===== config.mk =====
export PLATFORM = sky130hd
export DESIGN_NAME = vdp_host_sequencer
export DESIGN_NICKNAME = d
export VERILOG_FILES = /design/src/rtl/vdp_seq_pkg.sv /design/src/rtl/vdp_bus_cycle.sv /design/src/rtl/vdp_host_sequencer.sv
export SDC_FILE = /design/constraint.sdc
export NUM_CORES = 1
export LEC_CHECK = 0
export BUFFER_PORTS_ARGS = -buffer_cell sky130_fd_sc_hd__clkbuf_2
export CORE_UTILIZATION = 30
export CTS_BUF_LIST = sky130_fd_sc_hd__clkbuf_2 sky130_fd_sc_hd__clkbuf_4 sky130_fd_sc_hd__clkbuf_8
export DETAILED_ROUTE_END_ITERATION = 6
export SYNTH_ARGS = -nofsm -noshare
export SYNTH_HDL_FRONTEND = slang
export SYNTH_SLANG_ARGS = --single-unit

===== constraint.sdc =====
create_clock -name clk -period 2.75 [get_ports clk]
set_clock_uncertainty 0.2 [all_clocks]
set_input_delay 0.55 -clock clk [delete_from_list [all_inputs] [get_ports clk]]
set_output_delay 0.55 -clock clk [all_outputs]
set_load 0.01 [all_outputs]

===== src/rtl/vdp_seq_pkg.sv =====
`default_nettype none
// ============================================================================
// Module   : vdp_seq_pkg
// Purpose  : Shared op codes, FSM state encoding, host-port flag constants
//            and setup-byte helpers for the TMS9918 host sequencer.
// Revision : 1.0 - initial release
// ============================================================================
package vdp_seq_pkg;

  // Command op codes carried on cmd_op
  localparam logic [1:0] OP_REG_WR  = 2'd0;
  localparam logic [1:0] OP_VRAM_WR = 2'd1;
  localparam logic [1:0] OP_VRAM_RD = 2'd2;
  localparam logic [1:0] OP_FILL    = 2'd3;

  // Top-level FSM encoding
  typedef logic [2:0] state_t;
  localparam state_t ST_IDLE      = 3'd0;
  localparam state_t ST_WAIT_VBL  = 3'd1;
  localparam state_t ST_ADDR_LO   = 3'd2;
  localparam state_t ST_ADDR_HI   = 3'd3;
  localparam state_t ST_DATA_WR   = 3'd4;
  localparam state_t ST_DATA_FILL = 3'd5;
  localparam state_t ST_DATA_RD   = 3'd6;

  // Second setup byte flags: register write / VRAM write address
  localparam logic [7:0] VDP_REG_FLAG = 8'h80;
  localparam logic [7:0] VDP_WR_FLAG  = 8'h40;

  // First setup byte: register value for REG_WR, else low address byte
  function automatic logic [7:0] addr_lo_byte(input logic [1:0]  op,
                                              input logic [13:0] addr,
                                              input logic [7:0]  data);
    return (op == OP_REG_WR) ? data : addr[7:0];
  endfunction

  // Second setup byte: register select, or high address with write flag
  function automatic logic [7:0] addr_hi_byte(input logic [1:0]  op,
                                              input logic [13:0] addr);
    logic [7:0] v;
    case (op)
      OP_REG_WR:  v = VDP_REG_FLAG | {5'b00000, addr[2:0]};
      OP_VRAM_RD: v = {2'b00, addr[13:8]};
      default:    v = VDP_WR_FLAG | {2'b00, addr[13:8]};
    endcase
    return v;
  endfunction

endpackage
`default_nettype wire


===== src/rtl/vdp_bus_cycle.sv =====
`default_nettype none
// ============================================================================
// Module   : vdp_bus_cycle
// Purpose  : One host-port byte access: SETUP (1 cycle), STROBE (WR_PULSE or
//            RD_PULSE cycles), RECOVER (RECOVER cycles). A new start may be
//            issued while idle or in the cycle that done is high, giving
//            gap-free back-to-back accesses.
// Revision : 1.0 - initial release
// ============================================================================
module vdp_bus_cycle #(
  parameter int WR_PULSE = 1,
  parameter int RD_PULSE = 4,
  parameter int RECOVER  = 2
) (
  input  logic       clk,
  input  logic       reset,
  input  logic       start,
  input  logic       is_read,
  input  logic [7:0] data_byte,
  output logic       idle,
  output logic       done,
  output logic       sample,
  output logic       strobe_wr,
  output logic       strobe_rd,
  output logic [7:0] dout
);

  localparam int c_MAX_A = (WR_PULSE > RD_PULSE) ? WR_PULSE : RD_PULSE;
  localparam int c_MAX   = (c_MAX_A > RECOVER) ? c_MAX_A : RECOVER;
  localparam int c_CW    = (c_MAX > 1) ? $clog2(c_MAX) : 1;

  localparam logic [c_CW-1:0] c_WR_LOAD  = c_CW'(WR_PULSE - 1);
  localparam logic [c_CW-1:0] c_RD_LOAD  = c_CW'(RD_PULSE - 1);
  localparam logic [c_CW-1:0] c_REC_LOAD = (RECOVER > 0) ? c_CW'(RECOVER - 1) : '0;

  localparam logic [1:0] c_PH_IDLE    = 2'd0;
  localparam logic [1:0] c_PH_SETUP   = 2'd1;
  localparam logic [1:0] c_PH_STROBE  = 2'd2;
  localparam logic [1:0] c_PH_RECOVER = 2'd3;

  logic [1:0]      r_phase;
  logic [c_CW-1:0] r_cnt;
  logic            r_is_read;
  logic [7:0]      r_dout;
  logic            w_last_strobe;
  logic            w_last_recover;

  assign w_last_strobe  = (r_phase == c_PH_STROBE)  && (r_cnt == '0);
  assign w_last_recover = (r_phase == c_PH_RECOVER) && (r_cnt == '0);

  assign idle      = (r_phase == c_PH_IDLE);
  assign done      = (RECOVER == 0) ? w_last_strobe : w_last_recover;
  assign sample    = w_last_strobe && r_is_read;
  assign strobe_wr = (r_phase == c_PH_STROBE) && !r_is_read;
  assign strobe_rd = (r_phase == c_PH_STROBE) &&  r_is_read;
  assign dout      = r_dout;

  // Phase sequencer; dout only reloads on a new start so it is held
  // from SETUP through the end of RECOVER.
  always_ff @(posedge clk) begin
    if (reset) begin
      r_phase   <= c_PH_IDLE;
      r_cnt     <= '0;
      r_is_read <= 1'b0;
      r_dout    <= 8'h00;
    end else begin
      case (r_phase)
        c_PH_SETUP: begin
          r_phase <= c_PH_STROBE;
          r_cnt   <= r_is_read ? c_RD_LOAD : c_WR_LOAD;
        end
        c_PH_STROBE: begin
          if (r_cnt != '0) begin
            r_cnt <= r_cnt - 1'b1;
          end else if (RECOVER != 0) begin
            r_phase <= c_PH_RECOVER;
            r_cnt   <= c_REC_LOAD;
          end else begin
            r_phase <= c_PH_IDLE;
          end
        end
        c_PH_RECOVER: begin
          if (r_cnt != '0) begin
            r_cnt <= r_cnt - 1'b1;
          end else begin
            r_phase <= c_PH_IDLE;
          end
        end
        default: r_phase <= c_PH_IDLE;
      endcase
      if (start && (idle || done)) begin
        r_phase   <= c_PH_SETUP;
        r_dout    <= data_byte;
        r_is_read <= is_read;
      end
    end
  end

endmodule
`default_nettype wire


===== src/rtl/vdp_host_sequencer.sv =====
`default_nettype none
// ============================================================================
// Module   : vdp_host_sequencer
// Purpose  : Drives the TMS9918 host port for register writes, VRAM block
//            writes, VRAM fills and VRAM block reads, generating the two-byte
//            setup protocol and all strobe timing.
// Options  : VDP_SEQ_VSYNC_EN - adds vdp_int/cmd_sync; commands accepted with
//            cmd_sync=1 wait for the next rising edge of vdp_int.
// Revision : 1.0 - initial release
// ============================================================================
module vdp_host_sequencer #(
  parameter int WR_PULSE = 1,
  parameter int RD_PULSE = 4,
  parameter int RECOVER  = 2
) (
  input  logic        clk,
  input  logic        reset,
  input  logic        cmd_valid,
  output logic        cmd_ready,
  input  logic [1:0]  cmd_op,
  input  logic [13:0] cmd_addr,
  input  logic [7:0]  cmd_data,
  input  logic [13:0] cmd_count,
  input  logic [7:0]  wdata,
  input  logic        wdata_valid,
  output logic        wdata_ready,
  output logic [7:0]  rdata,
  output logic        rdata_valid,
  output logic        busy,
  output logic        vdp_mode,
  output logic        vdp_wr,
  output logic        vdp_rd,
  output logic [7:0]  vdp_dout,
`ifdef VDP_SEQ_VSYNC_EN
  input  logic        vdp_int,
  input  logic        cmd_sync,
`endif
  input  logic [7:0]  vdp_din
);
  import vdp_seq_pkg::*;

  state_t      r_state;
  logic [1:0]  r_op;
  logic [13:0] r_addr;
  logic [7:0]  r_data;
  logic [13:0] r_count;
  logic [7:0]  r_rdata;
  logic        r_rdata_valid;

  logic        w_start;
  logic        w_is_read;
  logic [7:0]  w_byte;
  logic        w_wdata_ready;
  logic        w_sync_req;
  logic        w_bus_idle;
  logic        w_done;
  logic        w_sample;
  logic        w_more;

`ifdef VDP_SEQ_VSYNC_EN
  logic r_int_q;
  logic w_int_rise;

  // One-cycle delayed copy of vdp_int for rising-edge detection
  always_ff @(posedge clk) begin
    if (reset) begin
      r_int_q <= 1'b0;
    end else begin
      r_int_q <= vdp_int;
    end
  end

  assign w_int_rise = vdp_int && !r_int_q;
  assign w_sync_req = cmd_sync;
`else
  assign w_sync_req = 1'b0;
`endif

  // Another data byte may launch when the bus is free (stalled write) or
  // the current access ends with more bytes still owed.
  assign w_more = w_bus_idle || (w_done && (r_count != 14'd1));

  assign cmd_ready   = (r_state == ST_IDLE) && !reset;
  assign busy        = (r_state != ST_IDLE);
  assign vdp_mode    = (r_state == ST_ADDR_LO) || (r_state == ST_ADDR_HI);
  assign wdata_ready = w_wdata_ready;
  assign rdata       = r_rdata;
  assign rdata_valid = r_rdata_valid;

  // Decide when the next bus access starts and which byte it carries
  always_comb begin
    w_start       = 1'b0;
    w_is_read     = 1'b0;
    w_byte        = 8'h00;
    w_wdata_ready = 1'b0;
    case (r_state)
      ST_IDLE: begin
        if (cmd_valid && !w_sync_req) begin
          w_start = 1'b1;
          w_byte  = addr_lo_byte(cmd_op, cmd_addr, cmd_data);
        end
      end
`ifdef VDP_SEQ_VSYNC_EN
      ST_WAIT_VBL: begin
        if (w_int_rise) begin
          w_start = 1'b1;
          w_byte  = addr_lo_byte(r_op, r_addr, r_data);
        end
      end
`endif
      ST_ADDR_LO: begin
        if (w_done) begin
          w_start = 1'b1;
          w_byte  = addr_hi_byte(r_op, r_addr);
        end
      end
      ST_ADDR_HI: begin
        if (w_done && (r_op != OP_REG_WR) && (r_count != 14'd0)) begin
          case (r_op)
            OP_VRAM_WR: begin
              if (wdata_valid) begin
                w_start       = 1'b1;
                w_byte        = wdata;
                w_wdata_ready = 1'b1;
              end
            end
            OP_FILL: begin
              w_start = 1'b1;
              w_byte  = r_data;
            end
            default: begin
              w_start   = 1'b1;
              w_is_read = 1'b1;
            end
          endcase
        end
      end
      ST_DATA_WR: begin
        if (w_more && wdata_valid) begin
          w_start       = 1'b1;
          w_byte        = wdata;
          w_wdata_ready = 1'b1;
        end
      end
      ST_DATA_FILL: begin
        if (w_more) begin
          w_start = 1'b1;
          w_byte  = r_data;
        end
      end
      ST_DATA_RD: begin
        if (w_more) begin
          w_start   = 1'b1;
          w_is_read = 1'b1;
        end
      end
      default: ;
    endcase
  end

  // Command latch, top FSM, remaining-byte count and read capture
  always_ff @(posedge clk) begin
    if (reset) begin
      r_state       <= ST_IDLE;
      r_op          <= 2'd0;
      r_addr        <= 14'd0;
      r_data        <= 8'h00;
      r_count       <= 14'd0;
      r_rdata       <= 8'h00;
      r_rdata_valid <= 1'b0;
    end else begin
      r_rdata_valid <= w_sample;
      if (w_sample) begin
        r_rdata <= vdp_din;
      end
      case (r_state)
        ST_IDLE: begin
          if (cmd_valid) begin
            r_op    <= cmd_op;
            r_addr  <= cmd_addr;
            r_data  <= cmd_data;
            r_count <= cmd_count;
            r_state <= w_sync_req ? ST_WAIT_VBL : ST_ADDR_LO;
          end
        end
`ifdef VDP_SEQ_VSYNC_EN
        ST_WAIT_VBL: begin
          if (w_int_rise) begin
            r_state <= ST_ADDR_LO;
          end
        end
`endif
        ST_ADDR_LO: begin
          if (w_done) begin
            r_state <= ST_ADDR_HI;
          end
        end
        ST_ADDR_HI: begin
          if (w_done) begin
            if ((r_op == OP_REG_WR) || (r_count == 14'd0)) begin
              r_state <= ST_IDLE;
            end else begin
              case (r_op)
                OP_VRAM_WR: r_state <= ST_DATA_WR;
                OP_FILL:    r_state <= ST_DATA_FILL;
                default:    r_state <= ST_DATA_RD;
              endcase
            end
          end
        end
        ST_DATA_WR, ST_DATA_FILL, ST_DATA_RD: begin
          if (w_done) begin
            r_count <= r_count - 14'd1;
            if (r_count == 14'd1) begin
              r_state <= ST_IDLE;
            end
          end
        end
        default: r_state <= ST_IDLE;
      endcase
    end
  end

  vdp_bus_cycle #(
    .WR_PULSE (WR_PULSE),
    .RD_PULSE (RD_PULSE),
    .RECOVER  (RECOVER)
  ) u_bus (
    .clk       (clk),
    .reset     (reset),
    .start     (w_start),
    .is_read   (w_is_read),
    .data_byte (w_byte),
    .idle      (w_bus_idle),
    .done      (w_done),
    .sample    (w_sample),
    .strobe_wr (vdp_wr),
    .strobe_rd (vdp_rd),
    .dout      (vdp_dout)
  );

endmodule
`default_nettype wire


# Word level (Yosys, flattened, before mapping)
# Cells that the tools add are included.
# word_totals
ff_bits	63
in_bits	58
output_inout_bits	23
elab_cells	119
# classes
reduce_logical	39
add_sub_neg	2
muxes	43
n_eq_ne	23
# ops
op	n
8-bit 2-to-1 mux	7
8-bit case mux with 5 select lines	1
8-bit case mux with 2 select lines	2
14-bit 2-to-1 mux	2
14-bit case mux with 2 select lines	1
3-bit 2-to-1 mux	6
14-bit by 1-bit equality test with 1-bit output, second input constant	1
14-bit logical NOT	1
14-bit by 1-bit != test with 1-bit output, second input constant	1
14-bit nonzero test	1
14-bit by 1-bit subtractor with 14-bit output, second input constant	1
1-bit 2-to-1 mux	12
2-bit case mux with 3 select lines	2
3-bit case mux with 4 select lines	1
1-bit logical AND	11
2-bit 2-to-1 mux	5
2-bit != test, second input constant	5
3-bit equality test, second input constant	3
2-bit equality test, second input constant	4
2-bit logical NOT	4
2-bit AND reduction	4
3-bit by 2-bit equality test with 1-bit output, second input constant	2
2-bit by 1-bit != test with 1-bit output, second input constant	3
3-bit != test, second input constant	2
other kinds (14)	25

# Logic depth before layout (Yosys ltp)
# Gate-level depths: netlist of run 1.
# depth
depth_word	10
depth_mapped	9
mapped_depth_nobuf	7

# Cells and area by module
# Synthesis of run 1 repeated with hierarchy kept, for this count alone.
# hier_totals
cells_unflattened	408
area_unflattened_um2	3220.6
# by_module_without_submodules
mod	n_inst	area_each_um2	cells_per_inst
vdp_host_sequencer	1	2537.4	327
vdp_bus_cycle	1	683.2	81

# Worst setup path after synthesis of run 1
# No wires, ideal clock.
# synth_path
path_type	reg2out
startpoint	reg r_count[0]
endpoint	out wdata_ready
t_required_ns	2.000
slack_ns	0.334
path_stages_with_launch	9
arrival_ns	1.666
path_cell_list	dfxtp_1 -> inv_1 -> ha_1 -> nor4b_2 -> and4_1 -> buf_4 -> buf_4 -> nor3_1 -> a41o_1
# synth_via
elab_chain_cells	6
# synth_rtl
element	line_no	source
start, declared	vdp_host_sequencer.sv:46	logic [13:0] r_count;
start signal, assigned	vdp_host_sequencer.sv:182	r_count <= cmd_count;
start signal, assigned	vdp_host_sequencer.sv:213	r_count <= r_count - 14'd1;
14-bit by 1-bit != test with 1-bit output	vdp_host_sequencer.sv:81	assign w_more = w_bus_idle || (w_done && (r_count != 14'd1));
1-bit logical AND	vdp_host_sequencer.sv:81	
1-bit logical OR	vdp_host_sequencer.sv:81	
1-bit logical AND	vdp_host_sequencer.sv:139	if (w_more && wdata_valid) begin
1-bit 2-to-1 mux	vdp_host_sequencer.sv:139	
1-bit case mux with 2 select lines *	vdp_host_sequencer.sv:96	case (r_state)
end, declared	vdp_host_sequencer.sv:26	output logic wdata_ready,
# Every way passes the cells marked *; elsewhere a longest branch is shown, timed or not.

# Worst setup path in the final report of run 1
# Ends and elaborated chain as after synthesis.

==> results of run 1 <==
==> worst min-delay path, stage by stage <==
cell and delay, ns:
clkbuf_2 0.08, nand2_1 0.05, a21oi_1 0.05
==> final timing paths <==
path,cells after the start,slack [ns],endpoint,startpoint
hold reg to reg,2,0.26,r_addr[9],r_addr[9]
hold / removal,3,0.22,rdata[5],vdp_din[5]
setup reg to reg,7,0.28,u_bus.dout[1],u_bus.r_cnt[0]
setup / recovery,7,0.1,wdata_ready,r_count[0]
==> metal layers <==
| metal | up-vias | global-route usage [%] | wire length (um) |
|---|---|---|---|
| met5 | - | 0 | 0 |
| met4 | 0 | 5.81 | 155 |
| met3 | 12 | 4.47 | 762 |
| met2 | 141 | 27.9 | 4870 |
| met1 | 1696 | 23.9 | 4610 |
| li1 | 1815 | - | - |
==> metrics by stage <==
step / instance area, sq um / util (%)
after CTS: 4270 / 37.6
after detailed placement: 4040 / 35.5
after global placement: 4040 / 35.5
final: 4290 / 37.7
after global routing: 4290 / 37.7
after floorplan: 3500 / -
==> what timing repair did <==
| item | in CTS | in global routing |
|---|---|---|
| endpoints found under the setup margin | 1 | 1 |
| gates cloned | 0 | 0 |
| buffers inserted | 0 | 1 |
| resized for setup | 1 | 6 |
| pin swaps | 0 | 2 |
==> report_power, final <==
part | internal, uW | switching (uW) | leakage [uW]
logic | 266 | 374 | 0.00110
clock network | 518 | 404 | 0.000110
registers | 911 | 78.6 | 0.000475
==> state kept, by name, indices dropped and copies added (netlist names) <==
signal	flops
r_count	14
r_op	2
u_bus.r_phase	2
r_addr	9
rdata_valid	1
u_bus.dout	8
u_bus.r_cnt	2
r_data	8
rdata	8
u_bus.r_is_read	1
r_state	3
==> cell families (layout without fill, tap and decap cells) <==
group,Yosys count,count (layout),synth area share [%]
and+or+nand+nor,181,181,27.3
adders and majority gates,8,8,2.86
DFF,58,58,33.2
AOI/OAI and AO/OA,151,151,28.4
muxes,5,5,1.43
buffers and inverters,55,130,6.76
==> layout make-up <==
type / count / area (sq um) / share of cell area [%]
inverter: 19 / 71.3 / 1.66
sequential: 58 / 1170 / 27.2
timing repair buffer: 95 / 526 / 12.3
tap: 143 / 179 / 4.17
multi-input combinational: 345 / 2120 / 49.4
clock inverter: 7 / 103 / 2.39
clock buffer: 9 / 124 / 2.89
==> cells in the final DEF, fill, tap and decap left out, types with 4 or more instances in the layout <==
cell and n:
nor3_1 14, a2111oi_0 8, a211oi_1 4, a22oi_1 10, clkbuf_2 80, o21ai_0 22, nand4_1 6, o22ai_1 13
ha_1 8, mux2i_1 5, a21oi_1 52, nand2_1 74, a2bb2oi_1 4, dfxtp_1 56, nor2b_1 5, buf_4 14
nand2b_1 4, o211ai_1 5, nor2_1 25, a31oi_1 4, nor3b_1 12, nor4_1 5, or3_1 5, clkbuf_8 9
nand3_1 4, inv_1 18
==> impl_metrics.py, run 1 <==
metrics = {
    "outcome": {
        "status": "completed",
    },
    "sta": {
        "fin_setup_tns_ns": 0,
        "report.final.slew_viol_count": 0,
        "finalCriticalPeriod_ns": 2.65,
        "setup_viol_count_final": 0,
        "period_share_pct": 96.5,
        "hold_ws_ns": 0.219,
        "layout_setup_ws_ns": 0.0970,
        "worstMarginPinSlew_ns": 0.652,
        "slew-limit-headroom_pct": 55.4,
        "finalHoldViolCount": 0,
        "rsz0062_at_grt": "false",
        "fmaxAchievable_ghz": 0.377,
    },
    "critical_path": {
        "max_stage_delay_ns": 0.37,
        "path_buf_inv": 2,
        "cpLargestDelayFamily": "simple AND/OR/NAND/NOR gates",
        "required_ns": 2.00,
        "endpoint_kind": "output pin",
        "cp_slowest_cell": "dfxtp_4",
        "start_kind": "register",
        "path_cells": "inv_1 > ha_1 > nor4b_2 > and4_4 > nor3_2 > a41o_1 > clkbuf_2",
        "critPathKind": "register to output pin",
        "arrival_ns": 1.90,
        "crit_path_max_fanout": 6,
    },
    "floorplan": {
        "die_h_um": 110,
        "fp-row-count": 39,
        "die_w_um": 110,
        "initial_utilization_pct": 30.8,
        "core_sq_um": 11400,
        "fp.dieArea_sq_um": 12100,
        "pin_count": 81,
    },
    "synth": {
        "synth_area_leader_cell": "dfxtp_1",
        "synth.area.top_cells": "dfxtp_1 33%, nand2_1 7.9%, a21oi_1 7.4%",
        "synth_common_cells": "74 x nand2_1, 58 x dfxtp_1, 52 x a21oi_1",
        "synthCells": 458,
        "yosys.cell_types.count": 66,
        "syn_avg_cell_area_sq_um": 7.64,
        "synth_edf_count": 0,
        "ys_warn_count": 0,
        "synth_top_cell_area_share_pct": 33.2,
        "ys_seq_area_share_pct": 33.2,
        "syn-num-nets": 524,
        "synthFlopType": "dfxtp_1",
        "synth_seq_cells": 58,
        "netlist_area_sq_um": 3500,
        "ys_async_sr_fraction_pct": 0,
        "yosysMostFrequentCell": "nand2_1",
    },
    "final_layout": {
        "n_antenna_cell": 0,
        "nFillCells": 1208,
        "drive_gt1_share_pct": 25.0,
        "post_layout_nonfiller_instances": 676,
        "syn_to_final_growth_pct": 22.5,
        "final_nets": 594,
    },
    "place": {
        "portBuffers": 80,
        "routabilityCongestion": 0.880,
        "dp_hpwl_um": 7500,
        "dpl_worst_slack_ns": 0.311,
        "dp_cells": 659,
    },
    "pwr": {
        "powerDensity_nw_per_um2": 595,
        "vdd_ir_drop_max_mv": 0.217,
        "p_leak_uw": 0.00168,
        "power_uw": 2550,
    },
    "job": {
        "maxCapViolCount": 0,
    },
    "clock_network": {
        "holdBufCountCts": 0,
        "cts_sinks": 58,
        "cts-root-buf": "clkbuf_8",
        "clk_pin_slew_ns": 0.08,
        "cts_max_level": 3,
        "clk_latency_ns": 0.35,
        "clock_path_buffers": 2,
        "numCtsBuffers": 9,
        "cts_tree": "yes",
    },
    "grt": {
        "overflow": 0,
        "grt_pass1_vias": 3333,
        "antenna_found_initial": 0,
        "grt_pass1_wl_um": 16600,
        "grt_use_total_pct": 17.8,
        "grt_max_degree": 27,
    },
    "route": {
        "drc": 0,
        "wl_per_cell_um": 15.4,
        "ant_nets": 0,
        "drtPass1Iterations": 5,
        "dr.first_iter.drc_count": 233,
        "vias": 3664,
        "totalWireLength_um": 10400,
        "drt-vias-per-instance": 5.42,
    },
    "min_path": {
        "hold_path.class": "input pin to register",
    },
}
(Power assumes the default switching activity.)
==> run 2, diff against run 1 <==
--- a/config.mk
+++ b/config.mk
@@ -5,6 +5,7 @@
 export SDC_FILE = /design/constraint.sdc
 export NUM_CORES = 1
 export LEC_CHECK = 0
+export ABC_AREA = 1
 export BUFFER_PORTS_ARGS = -buffer_cell sky130_fd_sc_hd__clkbuf_2
 export CORE_UTILIZATION = 30
 export CTS_BUF_LIST = sky130_fd_sc_hd__clkbuf_2 sky130_fd_sc_hd__clkbuf_4 sky130_fd_sc_hd__clkbuf_8
==> run 2 against run 1 <==
Net effect: sequential share of layout area increased by 0.39 points; design area decreased by 1.7%; first-iteration DRC count decreased by 42%.
==> impl_metrics.py, run 2 <==
metrics = {
    "route": {
        "drtPass1Iterations": 4,
        "drt-vias-per-instance": 4.81,
        "ant_nets": 0,
        "vias": 3705,
        "wl_per_cell_um": 12.6,
        "dr.first_iter.drc_count": 136,
        "totalWireLength_um": 9680,
        "drc": 0,
    },
    "sta": {
        "finalHoldViolCount": 0,
        "period_share_pct": 95.9,
        "fmaxAchievable_ghz": 0.379,
        "slew-limit-headroom_pct": 67.3,
        "finalCriticalPeriod_ns": 2.64,
        "setup_viol_count_final": 0,
        "rsz0062_at_grt": "false",
        "worstMarginPinSlew_ns": 0.490,
        "fin_setup_tns_ns": 0,
        "layout_setup_ws_ns": 0.113,
        "report.final.slew_viol_count": 0,
    },
    "clock_network": {
        "cts-root-buf": "clkbuf_8",
        "cts_max_level": 3,
        "numCtsBuffers": 9,
        "cts_sinks": 58,
        "clock_path_buffers": 2,
        "postCtsSetupBuffers": 0,
        "clk_latency_ns": 0.36,
        "holdBufCountCts": 0,
        "cts_tree": "yes",
        "clk_pin_slew_ns": 0.06,
    },
    "floorplan": {
        "die_h_um": 109,
        "core_sq_um": 11000,
        "initial_utilization_pct": 31.2,
        "pin_count": 81,
        "fp-row-count": 38,
        "die_w_um": 109,
        "fp.dieArea_sq_um": 11900,
    },
    "critical_path": {
        "start_kind": "register",
        "path_cells": "inv_1 > ha_1 > nand2_1 > nor2_1 > nand2_1 > nand3_2 > nor2_4 > inv_1 > o21ai_1 > clkbuf_2",
        "arrival_ns": 1.89,
        "critPathKind": "register to output pin",
        "endpoint_kind": "output pin",
        "rr_startpoint": "r_state[1]",
        "crit_path_max_fanout": 6,
        "path_buf_inv": 3,
        "cp_slowest_cell": "dfxtp_2",
        "max_stage_delay_ns": 0.38,
        "rrSetupSlack_ns": 0.52,
        "critPathLaunch": "r_count[0]",
        "required_ns": 2.00,
        "cpLargestDelayFamily": "simple AND/OR/NAND/NOR gates",
    },
    "final_layout": {
        "nFillCells": 1188,
        "seqCellArea_sq_um": 1160,
        "drive_gt1_share_pct": 21.1,
        "final_nets": 691,
        "regMostFlops": "r_count",
        "syn_to_final_growth_pct": 22.3,
        "n_antenna_cell": 0,
        "reg.largest.list": "r_count: 14 flops, r_addr: 9 flops",
        "final_common_cell": "nand2_1",
        "multiInputGateArea_sq_um": 1960,
        "largest_reg_flops": 14,
        "layout_common_cells": "140 x nand2_1, 80 x clkbuf_2, 72 x nor2_1",
    },
    "synth": {
        "synth_seq_cells": 58,
        "netlist_area_sq_um": 3440,
        "ys_async_sr_fraction_pct": 0,
        "synthCells": 547,
        "synth.area.top_cells": "dfxtp_1 34%, nand2_1 15%, a21oi_1 8.4%",
        "yosysMostFrequentCell": "nand2_1",
        "synthFlopType": "dfxtp_1",
        "synth_top_cell_area_share_pct": 33.7,
        "syn-num-nets": 613,
        "synth_area_leader_cell": "dfxtp_1",
        "synth_common_cells": "140 x nand2_1, 72 x nor2_1, 58 x a21oi_1, 58 x dfxtp_1, 54 x inv_1",
        "ys_seq_area_share_pct": 33.7,
        "yosys.cell_types.count": 34,
        "synth_edf_count": 0,
        "ys_warn_count": 0,
        "syn_avg_cell_area_sq_um": 6.30,
    },
    "pwr": {
        "power.internal_uw": 1870,
        "vdd_ir_drop_max_mv": 0.223,
        "sequentialPowerShare_pct": 34.5,
        "p_leak_uw": 0.00194,
        "power.switching_uw": 1240,
        "pwr-share-clk_pct": 27.1,
        "combPwrFrac_pct": 38.4,
        "switching_share_pct": 40.0,
        "powerDensity_nw_per_um2": 738,
    },
    "grt": {
        "grt_pass1_vias": 3507,
        "grt_use_total_pct": 17.2,
        "antenna_found_initial": 0,
        "grt_pass1_wl_um": 15800,
        "overflow": 0,
        "grt_max_degree": 37,
    },
    "place": {
        "dpl_worst_slack_ns": 0.315,
        "portBuffers": 80,
        "routabilityCongestion": 0.847,
        "dp_hpwl_um": 7120,
    },
    "job": {
        "maxCapViolCount": 0,
    },
    "outcome": {
        "status": "completed",
    },
    "min_path": {
        "min_from": "cmd_addr[11]",
        "hold_path.class": "input pin to register",
    },
}
==> run 2: cell types whose count changed in the layout (fill, tap and decap cells not counted), sizes merged, moves of 12 or more <==
cell   change
nand3     +34
inv       +43
o21ai     +23
nand2     +71
nor3      -13
nor3b     -12
nor2      +52
==> run 2: power groups by stage <==
stage                     clock network [uW]  logic, uW  registers, uW
final                                    843       1190           1070
after global routing                     906       1370           1090
after CTS                                865       1190           1070
after detailed placement                   0       1180           1090
after global placement                     0       1160           1080
after floorplan                            0        866           1080
==> run 2: final cells by class <==
type / instances / area share, %
multi-input cells: 404 / 46.6
flip-flops and latches: 58 / 27.6
repair buffers: 88 / 10.9
inverters: 64 / 5.76
well taps: 140 / 4.16
clock buffers: 14 / 4.13
clock inverters: 2 / 0.832
==> run 2: worst paths after layout <==
kind                       to  cells after the start
setup / recovery  wdata_ready                     10
hold / removal     r_addr[11]                      3
setup reg to reg   r_count[3]                      8
hold reg to reg     r_addr[9]                      2
==> run 2: cell families (layout without fill, tap and decap cells) <==
kind of cell	Yosys count	count (layout)	share of synthesized area [%]
compound gates	124	124	19.5
xor+xnor	3	3	0.763
fa+ha+maj	8	8	2.91
buf+inv	85	168	10.0
flops	58	58	33.7
simple gates	269	269	33.1
==> run 2: metal layers <==
metal	up-vias	track usage (%)	share of wire, %
met5	-	0	0
met4	0	5.02	1.2
met3	13	5.02	5.7
met2	101	29.6	47
met1	1664	20.6	46
li1	1927	-	-
==> run 2: per-stage QoR <==
stage	power, uW	util [%]	instance area, sq um	hold slack [ns]	instances
after global routing	3370	38.2	4210	0.217	770
final	3110	38.2	4210	0.223	770
after detailed placement	2270	36.1	3980	0.253	754
after CTS	3120	38.0	4190	0.214	770
after global placement	2240	36.1	3980	0.250	754
after floorplan	1940	-	3440	0.225	547
==> run 2: timing repair <==
item	4_1_cts	5_1_grt
setup endpoints to repair	1	1
pin swaps	0	0
resized for setup	1	5
==> run 2: worst min-delay path, stage by stage <==
cell and delay [ns]:
clkbuf_2 0.08, nand2_1 0.05, a21oi_1 0.05
